===== src/rtl/femto_pkg.sv =====
// Shared definitions for the femto core and its upstream instruction sequencer.
package femto_pkg;

    localparam int OPSIZE  = 3;
    localparam int NUMRF   = 2;
    localparam int SIZE    = 1 << NUMRF;
    localparam int INSTR_W = OPSIZE + 2 * NUMRF;

    // Word layout {op, reg_0, reg_1}, matching the core's io_in[7:1]
    localparam int REG1_LSB = 0;
    localparam int REG0_LSB = NUMRF;
    localparam int OP_LSB   = 2 * NUMRF;

    localparam logic [INSTR_W-1:0] NOP_INSTR = '0;

    typedef enum logic [1:0] {
        IDLE,
        LOAD,
        RUN,
        DONE
    } seq_state_t;

endpackage


===== src/rtl/femto_prog_mem.sv =====
// Program buffer: synchronous write, asynchronous read; the sequencer registers the output.
module femto_prog_mem
    import femto_pkg::*;
#(
    parameter int DEPTH = 16,
    parameter int AW    = $clog2(DEPTH)
) (
    input  logic               clk,
    input  logic               wr_en,
    input  logic [AW-1:0]      wr_addr,
    input  logic [INSTR_W-1:0] wr_data,
    input  logic [AW-1:0]      rd_addr,
    output logic [INSTR_W-1:0] rd_data
);

    logic [INSTR_W-1:0] mem [DEPTH];

    // NOTE: storage is deliberately not reset; prog_len=0 makes stale words unreachable.
    always_ff @(posedge clk) begin
        if (wr_en) begin
            mem[wr_addr] <= wr_data;
        end
    end

    assign rd_data = mem[rd_addr];

endmodule


===== src/rtl/femto_prog_seq.sv =====
// Instruction sequencer feeding the femto core: loads a short program, then replays it
// one word per clock or per step pulse, driving NOP whenever nothing is issued.
module femto_prog_seq
    import femto_pkg::*;
#(
    parameter int DEPTH = 16,
    parameter int AW    = $clog2(DEPTH)
) (
    input  logic               clk,
    input  logic               rst,
    input  logic               load_en,
    input  logic               wr_valid,
    input  logic [INSTR_W-1:0] wr_data,
    output logic               wr_ready,
    input  logic               start,
    input  logic               step_mode,
    input  logic               step,
    input  logic               loop_en,
    output logic [INSTR_W-1:0] instr_out,
    output logic               instr_valid,
    output logic [AW-1:0]      pc,
    output logic [AW:0]        prog_len,
    output logic               busy,
    output logic               done
);

    localparam logic [AW:0] DEPTH_L = (AW+1)'(DEPTH);

    seq_state_t         state;
    logic [INSTR_W-1:0] rd_data;
    logic               wr_fire;
    logic               advance;
    logic               last_word;

    assign wr_ready  = (state == LOAD) && (prog_len < DEPTH_L);
    assign busy      = (state == RUN);
    assign wr_fire   = wr_valid && wr_ready;
    assign advance   = !step_mode || step;
    assign last_word = ({1'b0, pc} == (prog_len - 1'b1));

    femto_prog_mem #(
        .DEPTH (DEPTH),
        .AW    (AW)
    ) u_mem (
        .clk     (clk),
        .wr_en   (wr_fire),
        .wr_addr (prog_len[AW-1:0]),
        .wr_data (wr_data),
        .rd_addr (pc),
        .rd_data (rd_data)
    );

    always_ff @(posedge clk) begin
        if (rst) begin
            state       <= IDLE;
            pc          <= '0;
            prog_len    <= '0;
            instr_out   <= NOP_INSTR;
            instr_valid <= 1'b0;
            done        <= 1'b0;
        end else begin
            // NOTE: default to NOP every edge; only an advancing RUN edge overrides it,
            // so the core can never see a stale word.
            instr_out   <= NOP_INSTR;
            instr_valid <= 1'b0;

            unique case (state)
                IDLE: begin
                    if (load_en) begin
                        state    <= LOAD;
                        prog_len <= '0;
                    end else if (start && (prog_len != '0)) begin
                        state <= RUN;
                        pc    <= '0;
                    end
                end

                LOAD: begin
                    if (wr_fire) begin
                        prog_len <= prog_len + 1'b1;
                    end
                    if (!load_en) begin
                        state <= IDLE;
                    end
                end

                RUN: begin
                    if (advance) begin
                        instr_out   <= rd_data;
                        instr_valid <= 1'b1;
                        if (last_word) begin
                            pc <= '0;
                            if (!loop_en) begin
                                state <= DONE;
                                done  <= 1'b1;
                            end
                        end else begin
                            pc <= pc + 1'b1;
                        end
                    end
                end

                DONE: begin
                    if (load_en) begin
                        state    <= LOAD;
                        prog_len <= '0;
                        done     <= 1'b0;
                    end else if (start) begin
                        state <= RUN;
                        pc    <= '0;
                        done  <= 1'b0;
                    end
                end

                default: state <= IDLE;
            endcase
        end
    end

endmodule


===== config.mk =====
export PLATFORM = sky130hd
export DESIGN_NAME = femto_prog_seq
export DESIGN_NICKNAME = d
export VERILOG_FILES = /design/src/rtl/femto_pkg.sv /design/src/rtl/femto_prog_mem.sv /design/src/rtl/femto_prog_seq.sv
export SDC_FILE = /design/constraint.sdc
export NUM_CORES = 1
export LEC_CHECK = 0
export ABC_AREA = 1
export BUFFER_PORTS_ARGS = -buffer_cell sky130_fd_sc_hd__buf_4
export CORE_MARGIN = 4
export CORE_UTILIZATION = 35
export CTS_CLUSTER_SIZE = 8
export DETAILED_ROUTE_END_ITERATION = 16
export PLACE_DENSITY = 0.56
export SLEW_MARGIN = 10
export SYNTH_ARGS = -nofsm -noshare
export SYNTH_HDL_FRONTEND = slang
export SYNTH_SLANG_ARGS = --single-unit

===== constraint.sdc =====
create_clock -name clk -period 2.2 [get_ports clk]
set_clock_uncertainty 0.15 [all_clocks]
set_input_delay 0.22 -clock clk [delete_from_list [all_inputs] [get_ports clk]]
set_output_delay 0.22 -clock clk [all_outputs]
set_load 0.05 [all_outputs]

==> summary.md <==
| Metric | Value |
|---|---|
| Cells after Synth | 520 |
| Mean Syn Cell Area | ~11 um2 |
| Run status | finished clean |
| CP dominant cell by count | inv_1 |
| Rel. slew slack | 0.708 |
| Setup TNS | 0 ns |
| Fillers | 1478 |
| Crit end category | flip-flop |
| Row count | between 40 and 50 |
| Crit-path cells | inv_1, ha_1, inv_1, nor2_4, nand2_4, inv_1, nand2_1, nor2_1, buf_4 |
| H-tree depth | 4 |
| Post-CTS setup buffers | 0 |
| Share of layout cells above drive strength 1 | 0.185 |
| Syn nets | 545 |
| Sequential element share of the synthesized area | 0.667 |
| Worst slew pin tran | 0.436 ns |
| CTS buffer count | 17 |
| Initial antenna violation count | 0 |
| Hold depth | 1 |
| WP data required | ~2.2 ns |
| Commonest cells after routing, fill and taps aside | edfxtp_1 (112), nor2_1 (99), nand2_1 (71) |
| Total track usage | 0.161 |
| CP max stage delay | 0.34 ns |
| Vias in the first global route | 3949 |
| Max VDD drop | 0.000668 V |
| Worst hold path type | primary input to flip-flop |
| # DRC | 0 |
| Die width | approximately 140 um |
| Cell depth of the worst setup path | 9 |
| Initial core utilization | 0.357 |
| Final wirelength | around 14000 um |
| Pleak | roughly 2.6 nW |
| Fin crit share | 0.928 |
| Root buf cell | clkbuf_16 |
| RSZ-0062 raised after global routing | no |
| Largest net degree at the start of global routing | 63 |
| P per Cell Area | around 1200 nW/um2 |
| Worst path arrival time | ~2 ns |
| Max-slew violations | 0 |
| Final setup violation count | 0 |
| Yosys reg bits | ~130 |
| Worst path top cell family by delay | simple AND/OR/NAND/NOR gates |
| CP Launch Type | flip-flop |
| Clk Latency, worst-skew pair | between 0.4 and 0.5 ns |
| Sequential cell area | approximately 3800 um2 |
| Yosys warning count | 0 |
| Netlist cell types | 28 |
| TritonRoute pass-1 iters | 5 |
| Buffers added on ports | 34 |
| CTS sink count | around 130 |
| Ranking of synthesized cells by area | edfxtp_1 (60%), dfxtp_1 (7.1%), nor2_1 (6.6%), nand2_1 (4.7%), o21ai_0 (3.9%) |
| Worst-path clk slew | roughly 0.050 ns |
| Max-Cap Viols | 0 |
| IO Pins | 35 |
| Routability congestion estimate | 0.842 |
| Area of the multi-input gates | roughly 1600 um2 |
| Clock Tree Buf Depth | 2 |
| Final hold viol count | 0 |
| Post-Syn Area | 5650 um2 |
| ANT nets after route | 0 |
| Vias | between 3000 and 4000 |
| Vias/cell | approximately 4.9 |
| Post-synth top area cell | edfxtp_1 |
| F_max | ~0.5 GHz |
| Area grow syn2layout | 22.1% |
| Hold Worst Slack | roughly 0.020 ns |
| Commonest non-fill, non-tap cell in the layout | edfxtp_1 |
| CTS tree | built |
| Top-area cell type share of the netlist area | 0.596 |
| Critical Path Slowest Stage Cell | dfxtp_1 |
| First-pass GRT wire length | 22100 um |
| Setup ws final | about 0.16 ns |
| Pre-CTS setup slack | ~0.16 ns |
| DR WL/cell | around 17 um |
| Die Span Y | 135 um |
| Final-stage net count | approximately 600 |
| Worst R2R Path Depth | 9 |
| WP buf/inv | 4 |
| Starting DRT DRC Count | roughly 440 |
| Number of diodes | 0 |
| Worst setup path class | flip-flop to flip-flop |
| Min Clock Period, post-route | 2.04 ns |
| HPWL after DPL | between 9000 and 10000 um |
| Pwr Total | 8.29 mW |
| Total gr overflow | 0 |
| Std-Cell Core Area | between 15000 and 20000 um2 |
| CP Max Fanout | 7 |
| Die area | 18200 um2 |
per-layer routing:
| layer | wire length [um] | track usage | vias to the layer above | part of all wire |
|---|---|---|---|---|
| met4 | 242 | 0.0566 | 0 | 0.017 |
| met5 | 0 | 0 | - | 0 |
| li1 | - | - | 1933 | - |
| met2 | 6580 | 0.253 | 127 | 0.47 |
| met1 | 6400 | 0.219 | 1904 | 0.46 |
| met3 | 660 | 0.0399 | 21 | 0.048 |
worst register-to-register path: stages, from the launching register on:
cell,delay (ns)
dfxtp_1,0.34
inv_1,0.11
ha_1,0.26
inv_1,0.10
nor2_4,0.12
nand2_4,0.07
inv_1,0.10
nand2_1,0.17
nor2_1,0.15
buf_4,0.18
flip-flops by register name (all words and copies together), names as in the netlist:
| register | flops |
|---|---|
| state | 2 |
| pc | 4 |
| done | 1 |
| instr_out | 7 |
| instr_valid | 1 |
| prog_len | 5 |
| u_mem.mem | 112 |
metrics by stage:
| step | util | cell area (um2) | std cells |
|---|---|---|---|
| after CTS | 0.435 | 6890 | 806 |
| after global placement | 0.395 | 6250 | 772 |
| after floorplan | - | 5650 | 520 |
| final | 0.436 | 6900 | 806 |
| after detailed placement | 0.395 | 6250 | 772 |
| after global routing | 0.436 | 6900 | 806 |
final timing paths:
kind	startpoint	endpoint	slack (ns)
min	wr_data[1]	u_mem.mem[2][1]	0.02
min reg2reg	done	done	0.34
max reg2reg	state[1]	u_mem.mem[13][3]	0.16
max	state[1]	u_mem.mem[13][3]	0.16
Yosys cell counts, drive strengths merged:
| cell | instances |
|---|---|
| o211ai | 7 |
| inv | 31 |
| clkbuf | 9 |
| nand2 | 75 |
| o21ai | 73 |
| nand3 | 23 |
| dfxtp | 20 |
| nor2 | 101 |
| nor3 | 4 |
| ha | 10 |
| o22ai | 15 |
| edfxtp | 112 |
| nand4 | 1 |
| xor2 | 1 |
| nor3b | 2 |
| a21oi | 21 |
| buf | 14 |
| a211oi | 1 |
cell families after synthesis:
group / after synthesis / share of synthesized area
adder cells (fa/ha/maj): 10 / 0.0222
AND/OR/NAND/NOR: 206 / 0.151
AO/OA/AOI/OAI: 117 / 0.115
buffers and inverters: 54 / 0.0441
flip-flops: 132 / 0.667
XOR/XNOR: 1 / 0.00155
timing repair:
| item | CTS | global route |
|---|---|---|
| hold buffers | 2 | 0 |
| endpoints found under the hold margin | 4 | 0 |
| resized for setup | 0 | 3 |
| setup endpoints to repair | 0 | 4 |
power by group:
group	internal, mW	leakage, nW	total (mW)	switching, mW
logic	0.787	1.10	2.46	1.67
clock network	1.94	0.298	2.94	1.00
registers	2.81	1.17	2.89	0.0756
layout make-up:
cell class,instances,share of cell area
sequential,132,0.546
clock inverter,10,0.0223
timing repair buffer,61,0.0708
clock buffer,22,0.0673
inverter,31,0.0169
multi-input combinational,334,0.237
tap,216,0.0392
Note: power is estimated with default switching activity, not from simulation.
